## src/rtl/fifo_ram_ctrl.sv

```systemverilog
// rtl/fifo_ram_ctrl.sv - valid/ready FIFO controller driving an external sync-write/async-read RAM
// Capacity is the RAM depth plus the registered output stage.
module fifo_ram_ctrl #(
  parameter int width     = 8,
  parameter int widthad   = 4,
  parameter int afull_lvl = 2**widthad - 1
) (
  input  logic               clk,
  input  logic               rst_n,
  input  logic               sclr,
  input  logic               wr_valid,
  output logic               wr_ready,
  input  logic [width-1:0]   wr_data,
  output logic               rd_valid,
  input  logic               rd_ready,
  output logic [width-1:0]   rd_data,
  output logic [widthad:0]   usedw,
  output logic               full,
  output logic               almost_full,
  output logic [widthad-1:0] ram_wraddress,
  output logic               ram_wren,
  output logic [width-1:0]   ram_data,
  output logic [widthad-1:0] ram_rdaddress,
  input  logic [width-1:0]   ram_q
);

  typedef enum logic {S_EMPTY = 1'b0, S_HOLD = 1'b1} state_t;

  localparam logic [widthad:0] AFULL_LVL = (widthad+1)'(afull_lvl);

  state_t             state_q, state_d;
  logic [widthad:0]   wr_ptr_q, wr_ptr_d;
  logic [widthad:0]   rd_ptr_q, rd_ptr_d;
  logic [widthad:0]   usedw_q, usedw_d;
  logic [width-1:0]   rd_data_q, rd_data_d;
  logic               ram_empty, ram_full, wr_acc, rd_take, load;

  // The MSB of each pointer is a wrap bit, distinguishing full from empty.
  assign ram_empty = (wr_ptr_q == rd_ptr_q);
  assign ram_full  = (wr_ptr_q[widthad-1:0] == rd_ptr_q[widthad-1:0]) &&
                     (wr_ptr_q[widthad] != rd_ptr_q[widthad]);

  assign wr_ready = ~ram_full & ~sclr;
  assign wr_acc   = wr_valid & wr_ready;
  assign rd_valid = (state_q == S_HOLD);
  assign rd_take  = rd_valid & rd_ready & ~sclr;
  assign load     = ~ram_empty & (~rd_valid | rd_ready) & ~sclr;

  assign full          = ~wr_ready;
  assign almost_full   = (usedw_q >= AFULL_LVL);
  assign usedw         = usedw_q;
  assign rd_data       = rd_data_q;
  // The RAM must never see a write strobe while the controller is held in reset.
  assign ram_wren      = wr_acc & rst_n;
  assign ram_data      = wr_data;
  assign ram_wraddress = wr_ptr_q[widthad-1:0];
  assign ram_rdaddress = rd_ptr_q[widthad-1:0];

  always_comb begin
    state_d   = state_q;
    wr_ptr_d  = wr_ptr_q;
    rd_ptr_d  = rd_ptr_q;
    usedw_d   = usedw_q;
    rd_data_d = rd_data_q;
    if (sclr) begin
      state_d  = S_EMPTY;
      wr_ptr_d = '0;
      rd_ptr_d = '0;
      usedw_d  = '0;
    end else begin
      if (wr_acc) wr_ptr_d = wr_ptr_q + 1'b1;
      if (load) begin
        rd_data_d = ram_q;
        rd_ptr_d  = rd_ptr_q + 1'b1;
        state_d   = S_HOLD;
      end else if (rd_take) begin
        state_d = S_EMPTY;
      end
      usedw_d = usedw_q + {{widthad{1'b0}}, wr_acc} - {{widthad{1'b0}}, rd_take};
    end
  end

  always_ff @(posedge clk or negedge rst_n) begin
    if (!rst_n) begin
      state_q   <= S_EMPTY;
      wr_ptr_q  <= '0;
      rd_ptr_q  <= '0;
      usedw_q   <= '0;
      rd_data_q <= '0;
    end else begin
      state_q   <= state_d;
      wr_ptr_q  <= wr_ptr_d;
      rd_ptr_q  <= rd_ptr_d;
      usedw_q   <= usedw_d;
      rd_data_q <= rd_data_d;
    end
  end

endmodule

```

## config.mk

```make
export PLATFORM = sky130hd
export DESIGN_NAME = fifo_ram_ctrl
export DESIGN_NICKNAME = d
export VERILOG_FILES = /design/src/rtl/fifo_ram_ctrl.sv
export SDC_FILE = /design/constraint.sdc
export NUM_CORES = 1
export LEC_CHECK = 0
export ABC_AREA = 1
export CORE_MARGIN = 2
export CORE_UTILIZATION = 26
export CTS_CLUSTER_DIAMETER = 80
export DETAILED_ROUTE_END_ITERATION = 10
export MAX_ROUTING_LAYER = met4
export PLACE_DENSITY_LB_ADDON = 0.05
export SYNTH_ARGS = -nofsm -noshare
export SYNTH_HDL_FRONTEND = slang
export SYNTH_SLANG_ARGS = --single-unit
```

## constraint.sdc

```tcl
create_clock -name clk -period 2.9 [get_ports clk]
set_input_delay 0.435 -clock clk [delete_from_list [all_inputs] [get_ports clk]]
set_output_delay 0.435 -clock clk [all_outputs]
set_load 0.05 [all_outputs]
```

## Yosys cells after proc, flatten, opt, wreduce, memory -nomap -nowiden

Index checks and enable logic that the tools add are counted.

- Add/subtract/negate cells: 4
- $lt $le $gt $ge: 1
- Equal/unequal tests: 3
- Mux-type cells: 8
- Bitwise logic cells: 13
- Reduce and logical (&&, ||, !) cells: 5

Operators with widths:

| operator | count |
|---|---|
| two-way mux 5 bit | 5 |
| adder 5 x 1 -> 5 bit (second input constant) | 2 |
| bitwise AND 1 bit | 7 |
| adder 5 x 1 -> 5 bit | 1 |
| equality test 5 bit | 1 |
| >= comparator 5 x 4 -> 1 bit (second input constant) | 1 |
| NOT 1 bit | 5 |
| subtractor 5 x 1 -> 5 bit | 1 |
| equality test 4 bit | 1 |
| nonzero test 2 bit | 2 |
| two-way mux 1 bit | 3 |
| nonzero test 3 bit | 1 |
| AND reduction 2 bit | 1 |
| logical AND 1 bit | 1 |
| != test 1 bit | 1 |
| OR 1 bit | 1 |

- Flip-flop bits (word level): 24
- Input port bits: 21
- Output and inout bits: 34
- Word-level logic and storage cells: 39

## Longest topological paths before layout

Gate-level depths: netlist of the first run.

- Depth after elaboration: 8
- Mapped depth: 16
- Mapped depth without buffers: 16

## Worst setup path after synthesis of the first run

Ideal clock, no wire load.

- Path type: register to register
- From: register rd_ptr_q[2]
- To: register usedw_q[4], in the netlist usedw[4]
- Library setup time: 0.086 ns
- Arrival time: 2.223 ns
- Required time: 2.814 ns
- Setup slack: 0.591 ns
- Stages on the path, launching flop included: 17
- Path buffers: 0
- Clock period less this slack: 2.309 ns
- Cell sequence: dfrtp_1 > inv_1 > nand2_1 > nand2_1 > nor2_4 > nand3_4 > nand3_2 > ha_1 > inv_1 > ha_1 > inv_1 > fa_1 > inv_1 > a21oi_1 > nor2_1 > nor3_1 > nor3_1

- Cells in the longest elaborated chain, start to end: 8

RTL lines:

| what | line | source |
|---|---|---|
| start, declared | 33 | `logic [widthad:0] rd_ptr_q, rd_ptr_d;` |
| start signal, assigned | 93 | `rd_ptr_q <= rd_ptr_d;` |
| equality test 4 bit | 40 | `assign ram_full = (wr_ptr_q[widthad-1:0] == rd_ptr_q[widthad-1:0]) &&` |
| logical AND 1 bit | 40 |  |
| NOT 1 bit | 43 | `assign wr_ready = ~ram_full & ~sclr;` |
| bitwise AND 1 bit | 43 |  |
| bitwise AND 1 bit | 44 | `assign wr_acc = wr_valid & wr_ready;` |
| adder 5 x 1 -> 5 bit | 79 | `usedw_d = usedw_q + {{widthad{1'b0}}, wr_acc} - {{widthad{1'b0}}, rd_take};` |
| subtractor 5 x 1 -> 5 bit | 79 |  |
| two-way mux 5 bit | 65 | `if (sclr) begin` |
| net usedw_d[4] | 34 | `logic [widthad:0] usedw_q, usedw_d;` |
| end signal, assigned | 94 | `usedw_q <= usedw_d;` |
| end, declared | 34 |  |

The timed path passes the listed nets, and every way through them passes these cells.
A chain may end at the register's enable or synchronous reset.

## Final worst setup path of the first run

- From: register wr_ptr_q[2]
- To: register usedw_q[4], in the netlist usedw[4]

- Cells in the longest elaborated chain, start to end: 8

RTL lines:

| what | line | source |
|---|---|---|
| start, declared | 32 | `logic [widthad:0] wr_ptr_q, wr_ptr_d;` |
| start signal, assigned | 92 | `wr_ptr_q <= wr_ptr_d;` |
| equality test 4 bit | 40 |  |
| logical AND 1 bit | 40 |  |
| NOT 1 bit | 43 |  |
| bitwise AND 1 bit | 43 |  |
| bitwise AND 1 bit | 44 |  |
| adder 5 x 1 -> 5 bit | 79 |  |
| subtractor 5 x 1 -> 5 bit | 79 |  |
| two-way mux 5 bit | 65 |  |
| net usedw_d[4] | 34 |  |

The timed path passes the listed nets, and every way through them passes these cells.

==> results.sh, run 1 <==
export IMPL_clockBufferDepth=2
export IMPL_max_vdd_ir_drop_uv=371
export IMPL_seq_power_share=0.297
export IMPL_status="completed"
export IMPL_fmax_ghz=0.400
export IMPL_grt_pass1_vias=1208
export IMPL_core_area_um2=5960
export IMPL_min_period_over_period=0.862
export IMPL_r2r_end="usedw[4]"
export IMPL_grt_total_usage=0.113
export IMPL_layout_nets=246
export IMPL_fill_cells=618
export IMPL_dieArea_um2=6830
export IMPL_ys_ff_latch=24
export IMPL_clock_root_buffer="clkbuf_8"
export IMPL_hold_buffers=0
export IMPL_port_buffers=38
export IMPL_numCtsBuffers=3
export IMPL_drive_gt1_frac=0.137
export IMPL_htree_levels=1
export IMPL_vias=1204
export IMPL_comb_power_share=0.588
export IMPL_slew_headroom=0.653
export IMPL_wl_mm=3.32
export IMPL_cpMaxStageDelayCell="dfrtp_1"
export IMPL_synth_fp_nets=219
export IMPL_tightest_slew_ns=0.520
export IMPL_cts_resized=0
export IMPL_hold_path_class="flop to flop"
export IMPL_initial_core_util=0.270
export IMPL_wl_per_cell_um=11.6
export IMPL_io_pins=55
export IMPL_worstSetupEndpointType="flop"
export IMPL_post_cts_buffers=0
export IMPL_cp_cell_sequence="inv_1, nand2_1, nand2_1, nor2_4, nand3_4, nand3_2, ha_1, inv_1, ha_1, inv_1, fa_1, inv_1, a21oi_1, nor2_1, nor3_1, nor3_1"
export IMPL_p_leak_nw=0.971
export IMPL_clock_sinks=24
export IMPL_insertion_delay_ns=0.27
export IMPL_seq_area_um2=601
export IMPL_worst_setup_path_type="flop to flop"
export IMPL_power_density_nw_per_um2=869
export IMPL_fin_skew_ns=0.00590
export IMPL_total_power_mw=1.76
export IMPL_path_delay_family="simple AND/OR/NAND/NOR gates"
export IMPL_cap_violations=0
export IMPL_vias_per_cell=4.20
export IMPL_grt_pass1_wl_mm=5.61
export IMPL_crit_path_max_fanout=7
export IMPL_startpoint_type="flop"
export IMPL_grt_setup_unrepaired="no"
export IMPL_n_antenna_cell=0
export IMPL_fin_tns_setup_ns=0
export IMPL_die_x_um=82.7
export IMPL_grt_max_degree=25
export IMPL_multiInputGateArea_um2=714
export IMPL_syn2layout_area_growth_pct=25.7
export IMPL_avgSynthCellArea_um2=8.60
export IMPL_route_detailed_drc=0
export IMPL_crit_path_end="usedw[4]"
export IMPL_clk_pin_slew_ns=0.09
export IMPL_cp_depth=16
export IMPL_hold_viol=0
export IMPL_drv_slew=0
export IMPL_slowest_delay_ns=0.49
export IMPL_p_sw_frac=0.498
export IMPL_die_height_um=82.7
export IMPL_reg2reg_from="wr_ptr_q[2]"
export IMPL_dr_pass1_iters=4
export IMPL_ys_seq_area_frac=0.373
export IMPL_worstSetupStartpoint="wr_ptr_q[2]"
export IMPL_rr_worst_depth=16
export IMPL_syn_inst=187
export IMPL_setup_viol=0
export IMPL_drt_iter0_drc=20
export IMPL_dp_hpwl_mm=2.54
export IMPL_required_ns=3.08
export IMPL_yosysWarnings=0
export IMPL_clkPwrFrac=0.115
export IMPL_antenna_found_initial=0
export IMPL_reg2reg_slack_ns=0.40
export IMPL_rows=28
export IMPL_grt_overflow=0
export IMPL_place_congestion=0.725
export IMPL_ys_types=23
export IMPL_p_sw_mw=0.876
export IMPL_postRouteAntennaNets=0
export IMPL_netlist_area_um2=1610
export IMPL_p_int_mw=0.882
export IMPL_cts_tree="yes"
export IMPL_fin_crit_ns=2.50
export IMPL_arrival_ns=2.69
export IMPL_crit_buf_inv=4
export IMPL_path_common_cell="inv_1"
-- power by group through the flow --
| stage | clock [mW] | combinational [mW] | sequential [mW] |
|---|---|---|---|
| after floorplan | 0 | 0.539 | 0.790 |
| after global placement | 0 | 1.04 | 0.525 |
| after detailed placement | 0 | 1.05 | 0.529 |
| after CTS | 0.216 | 1.05 | 0.524 |
| after global routing | 0.237 | 1.13 | 0.538 |
| final | 0.203 | 1.03 | 0.521 |
-- Yosys cell counts --
| cell type | number | area share |
|---|---|---|
| a21oi_1 | 3 | 0.0093 |
| buf_2 | 1 | 0.0031 |
| buf_4 | 16 | 0.075 |
| buf_6 | 4 | 0.028 |
| dfrtp_1 | 24 | 0.37 |
| fa_1 | 1 | 0.012 |
| ha_1 | 10 | 0.078 |
| inv_1 | 33 | 0.077 |
| nand2_1 | 34 | 0.079 |
| nand3_1 | 18 | 0.056 |
| nand3_2 | 3 | 0.019 |
| nand3_4 | 1 | 0.011 |
| nand4_1 | 5 | 0.019 |
| nor2_1 | 7 | 0.016 |
| nor2_4 | 2 | 0.014 |
| nor3_1 | 3 | 0.0093 |
| o21a_1 | 1 | 0.0047 |
| o21ai_0 | 1 | 0.0031 |
| o21ai_2 | 11 | 0.060 |
| o31ai_1 | 1 | 0.0047 |
| xnor2_1 | 2 | 0.011 |
| xor2_1 | 5 | 0.027 |
| xor2_2 | 1 | 0.010 |
-- placed cells by master, fill, tap and decap left out --
master and count:
clkdlybuf4s50_1 35, nand2_1 34, inv_1 33, dfrtp_1 24, nand3_1 18, o21ai_2 11, ha_1 10, nor2_1 7
xor2_1 5, nand4_1 5, buf_4 5, nor3_1 3, nand3_2 3, a21oi_1 3, clkbuf_8 3, buf_12 3
nor2_4 2, xnor2_1 2, xor2_2 1, nand3_4 1, o21ai_0 1, o21a_1 1, o31ai_1 1, fa_1 1
-- routing by layer --
metal | global-route usage | vias to the layer above | wire length, µm
li1 | - | 625 | -
met1 | 0.134 | 538 | 1470
met2 | 0.190 | 32 | 1630
met3 | 0.0196 | 9 | 163
met4 | 0.0459 | 0 | 59
met5 | - | - | 0
-- logic make-up (layout without fill, tap and decap cells) --
group           count (synthesis)  in the layout  share of synthesized area
xor+xnor                        8              8                     0.0482
flops                          24             24                      0.373
fa+ha+maj                      11             11                     0.0902
buf+inv                        54             79                      0.183
compound gates                 17             17                     0.0816
simple gates                   73             73                      0.224
-- sequential cells by signal, indices dropped and copies added, names as in the netlist --
name	cells
usedw	5
rd_valid	1
rd_data	8
wr_ptr_q	5
rd_ptr_q	5
-- tightest hold or removal path: stages, from the launching register on --
cell and delay [ns]:
dfrtp_1 0.35, nand2_1 0.06, o21ai_2 0.05
-- cell type report --
type / instances / area share
Sequential cell: 24 / 0.297
Multi-Input combinational cell: 109 / 0.353
Inverter: 33 / 0.0613
Tap cell: 75 / 0.0464
Clock buffer: 3 / 0.0204
Timing Repair Buffer: 43 / 0.222
-- metrics by stage --
step                utilization  cell area (µm²)  cells  hold WS, ns  worst slack [ns]
floorplan                     -             1610    187        0.139             0.591
global placement          0.333             1980    284        0.468             0.288
detailed placement        0.333             1980    284        0.470             0.190
CTS                       0.339             2020    287        0.492             0.358
global route              0.339             2020    287        0.516             0.138
finish                    0.339             2020    287        0.491             0.399
-- how the worst min path moves through the flow --
stage	startpoint	end	slack, ns	depth (start not counted)
6_report	rd_data[1]	rd_data[1]	0.49	2
3_5_place_dp	rd_data[1]	rd_data[1]	0.47	2
2_1_floorplan	rst_n	rd_data[0]	0.14	0
5_1_grt	rd_data[6]	rd_data[6]	0.52	2
4_1_cts	rd_data[1]	rd_data[1]	0.49	2
3_3_place_gp	rd_data[0]	rd_data[0]	0.47	2
Note: power is estimated with default switching activity, not from simulation.
==> run 2: changes to the inputs <==
==> constraint.sdc (replaced) <==
create_clock -name clk -period 2.1 [get_ports clk]
set_input_delay 0.315 -clock clk [delete_from_list [all_inputs] [get_ports clk]]
set_output_delay 0.315 -clock clk [all_outputs]
set_load 0.05 [all_outputs]
==> results.sh, run 2 (synthesized netlist as in run 1, its figures left out) <==
export IMPL_postRouteAntennaNets=0
export IMPL_route_detailed_drc=0
export IMPL_slowest_delay_ns=0.39
export IMPL_comb_power_share=0.613
export IMPL_clock_root_buffer="clkbuf_8"
export IMPL_rows=28
export IMPL_hold_viol=0
export IMPL_p_sw_frac=0.477
export IMPL_vias=1314
export IMPL_grt_setup_unrepaired="yes"
export IMPL_largest_reg_flops=8
export IMPL_seq_power_share=0.265
export IMPL_p_leak_nw=1.10
export IMPL_fin_tns_setup_ns=-0.0776
export IMPL_whs_ns=0.485
export IMPL_dieArea_um2=6830
export IMPL_clockBufferDepth=2
export IMPL_p_int_mw=1.38
export IMPL_layout_nets=270
export IMPL_grt_pass1_wl_mm=6.15
export IMPL_core_area_um2=5960
export IMPL_power_density_nw_per_um2=1160
export IMPL_p_sw_mw=1.26
export IMPL_worstSetupEndpointType="flop"
export IMPL_drt_iter0_drc=47
export IMPL_arrival_ns=2.34
export IMPL_n_antenna_cell=0
export IMPL_numCtsBuffers=3
export IMPL_place_congestion=0.783
export IMPL_cpMaxStageDelayCell="dfrtp_1"
export IMPL_io_pins=55
export IMPL_grt_pass1_vias=1315
export IMPL_crit_path_max_fanout=3
export IMPL_die_x_um=82.7
export IMPL_cts_tree="yes"
export IMPL_grt_total_usage=0.122
export IMPL_clk_pin_slew_ns=0.09
export IMPL_fin_crit_ns=2.18
export IMPL_antenna_found_initial=0
export IMPL_grt_overflow=0
export IMPL_mostFrequentLayoutCells="34 x clkdlybuf4s50_1, 31 x inv_1, 30 x nand2_1"
export IMPL_max_vdd_ir_drop_uv=561
export IMPL_min_period_over_period=1.04
export IMPL_cap_violations=0
export IMPL_slew_headroom=0.654
export IMPL_startpoint_type="flop"
export IMPL_wl_mm=3.49
export IMPL_die_height_um=82.7
export IMPL_htree_levels=1
export IMPL_worst_slack_ns=-0.0776
export IMPL_final_common_cell="clkdlybuf4s50_1"
export IMPL_syn2layout_area_growth_pct=41.8
export IMPL_clock_sinks=24
export IMPL_tightest_slew_ns=0.517
export IMPL_insertion_delay_ns=0.27
export IMPL_setup_viol=1
export IMPL_hold_path_class="input pin to asynchronous set/reset pin"
export IMPL_vias_per_cell=4.21
export IMPL_fin_skew_ns=0.00270
export IMPL_port_buffers=38
export IMPL_dr_pass1_iters=4
export IMPL_pre_cts_ws_ns=-0.462
export IMPL_initial_core_util=0.270
export IMPL_clkPwrFrac=0.123
export IMPL_status="finished with violations"
export IMPL_grt_max_degree=25
export IMPL_worst_setup_path_type="flop to flop"
export IMPL_violations="setup timing"
export IMPL_cp_cell_sequence="inv_1, nand2_1, nand2_2, nor2_4, nand3_4, nand3_4, ha_4, inv_2, ha_4, inv_2, fa_2, inv_1, a21oi_1, nor2_1, o21a_1, nor3_1"
export IMPL_wl_per_cell_um=11.2
export IMPL_required_ns=2.26
export IMPL_drive_gt1_frac=0.278
export IMPL_dp_hpwl_mm=2.65
export IMPL_drv_slew=0
export IMPL_fmax_ghz=0.459
-- run 2: changes by cell type in the layout (fill, tap and decap cells not counted), sizes merged --
| cell | before | now |
|---|---|---|
| buf | 8 | 33 |
| clkbuf | 3 | 4 |
| clkdlybuf4s50 | 35 | 34 |
-- run 2: path summary, 6_finish.rpt --
path / start / to / slack (ns) / depth (start not counted)
max: wr_ptr_q[3] / usedw[4] / -0.08 / 16
min: rst_n / wr_ptr_q[1] / 0.49 / 2
min in group clk: rd_data[0] / rd_data[0] / 0.49 / 2
max in group asynchronous: rst_n / rd_valid / 1.34 / 2
max reg2reg: wr_ptr_q[3] / usedw[4] / -0.08 / 16
min reg2reg: rd_data[0] / rd_data[0] / 0.49 / 2
-- run 2: repair_timing --
| item | 4_1_cts | 5_1_grt |
|---|---|---|
| setup endpoints to repair | 2 | 5 |
| hold buffers | 0 | 0 |
| pin swaps | 8 | 4 |
| buffers inserted | 3 | 1 |
| resized for setup | 3 | 2 |
| cloned | 0 | 0 |
-- run 2: metal layers --
| layer | vias to the layer above | global-route usage | share of wire |
|---|---|---|---|
| met3 | 6 | 0.0217 | 0.052 |
| li1 | 670 | - | - |
| met5 | - | - | 0 |
| met4 | 0 | 0.0475 | 0.011 |
| met1 | 603 | 0.139 | 0.43 |
| met2 | 35 | 0.213 | 0.50 |
-- run 2: power groups by stage --
stage	logic, mW	registers, mW	clock network, mW
after floorplan	0.762	1.10	0
after global placement	1.58	0.706	0
after detailed placement	1.60	0.712	0
after CTS	1.63	0.704	0.345
after global routing	1.76	0.724	0.365
final	1.62	0.699	0.324
-- run 2: through the flow --
step                 util  power (mW)  std cells  instance area, µm²
floorplan               -        1.86        187                1650
global placement    0.366        2.29        304                2180
detailed placement  0.366        2.31        304                2180
CTS                 0.381        2.68        311                2270
global route        0.383        2.85        312                2280
finish              0.383        2.64        312                2280
-- run 2: cell type report --
type | instances | area [µm²]
clock buffer | 4 | 55.1
fill | 630 | 3670
inverter | 33 | 124
multi-input combinational | 109 | 769
sequential | 24 | 602
tap | 75 | 93.8
timing repair buffer | 67 | 638
-- run 2: worst max-delay path: cells and delay by family (launching register included) --
family | cells | cell delay, ns
AOI/OAI and AO/OA | 2 | 0.19
adders and majority gates | 3 | 0.65
buffers and inverters | 4 | 0.22
DFF | 1 | 0.39
and+or+nand+nor | 7 | 0.64
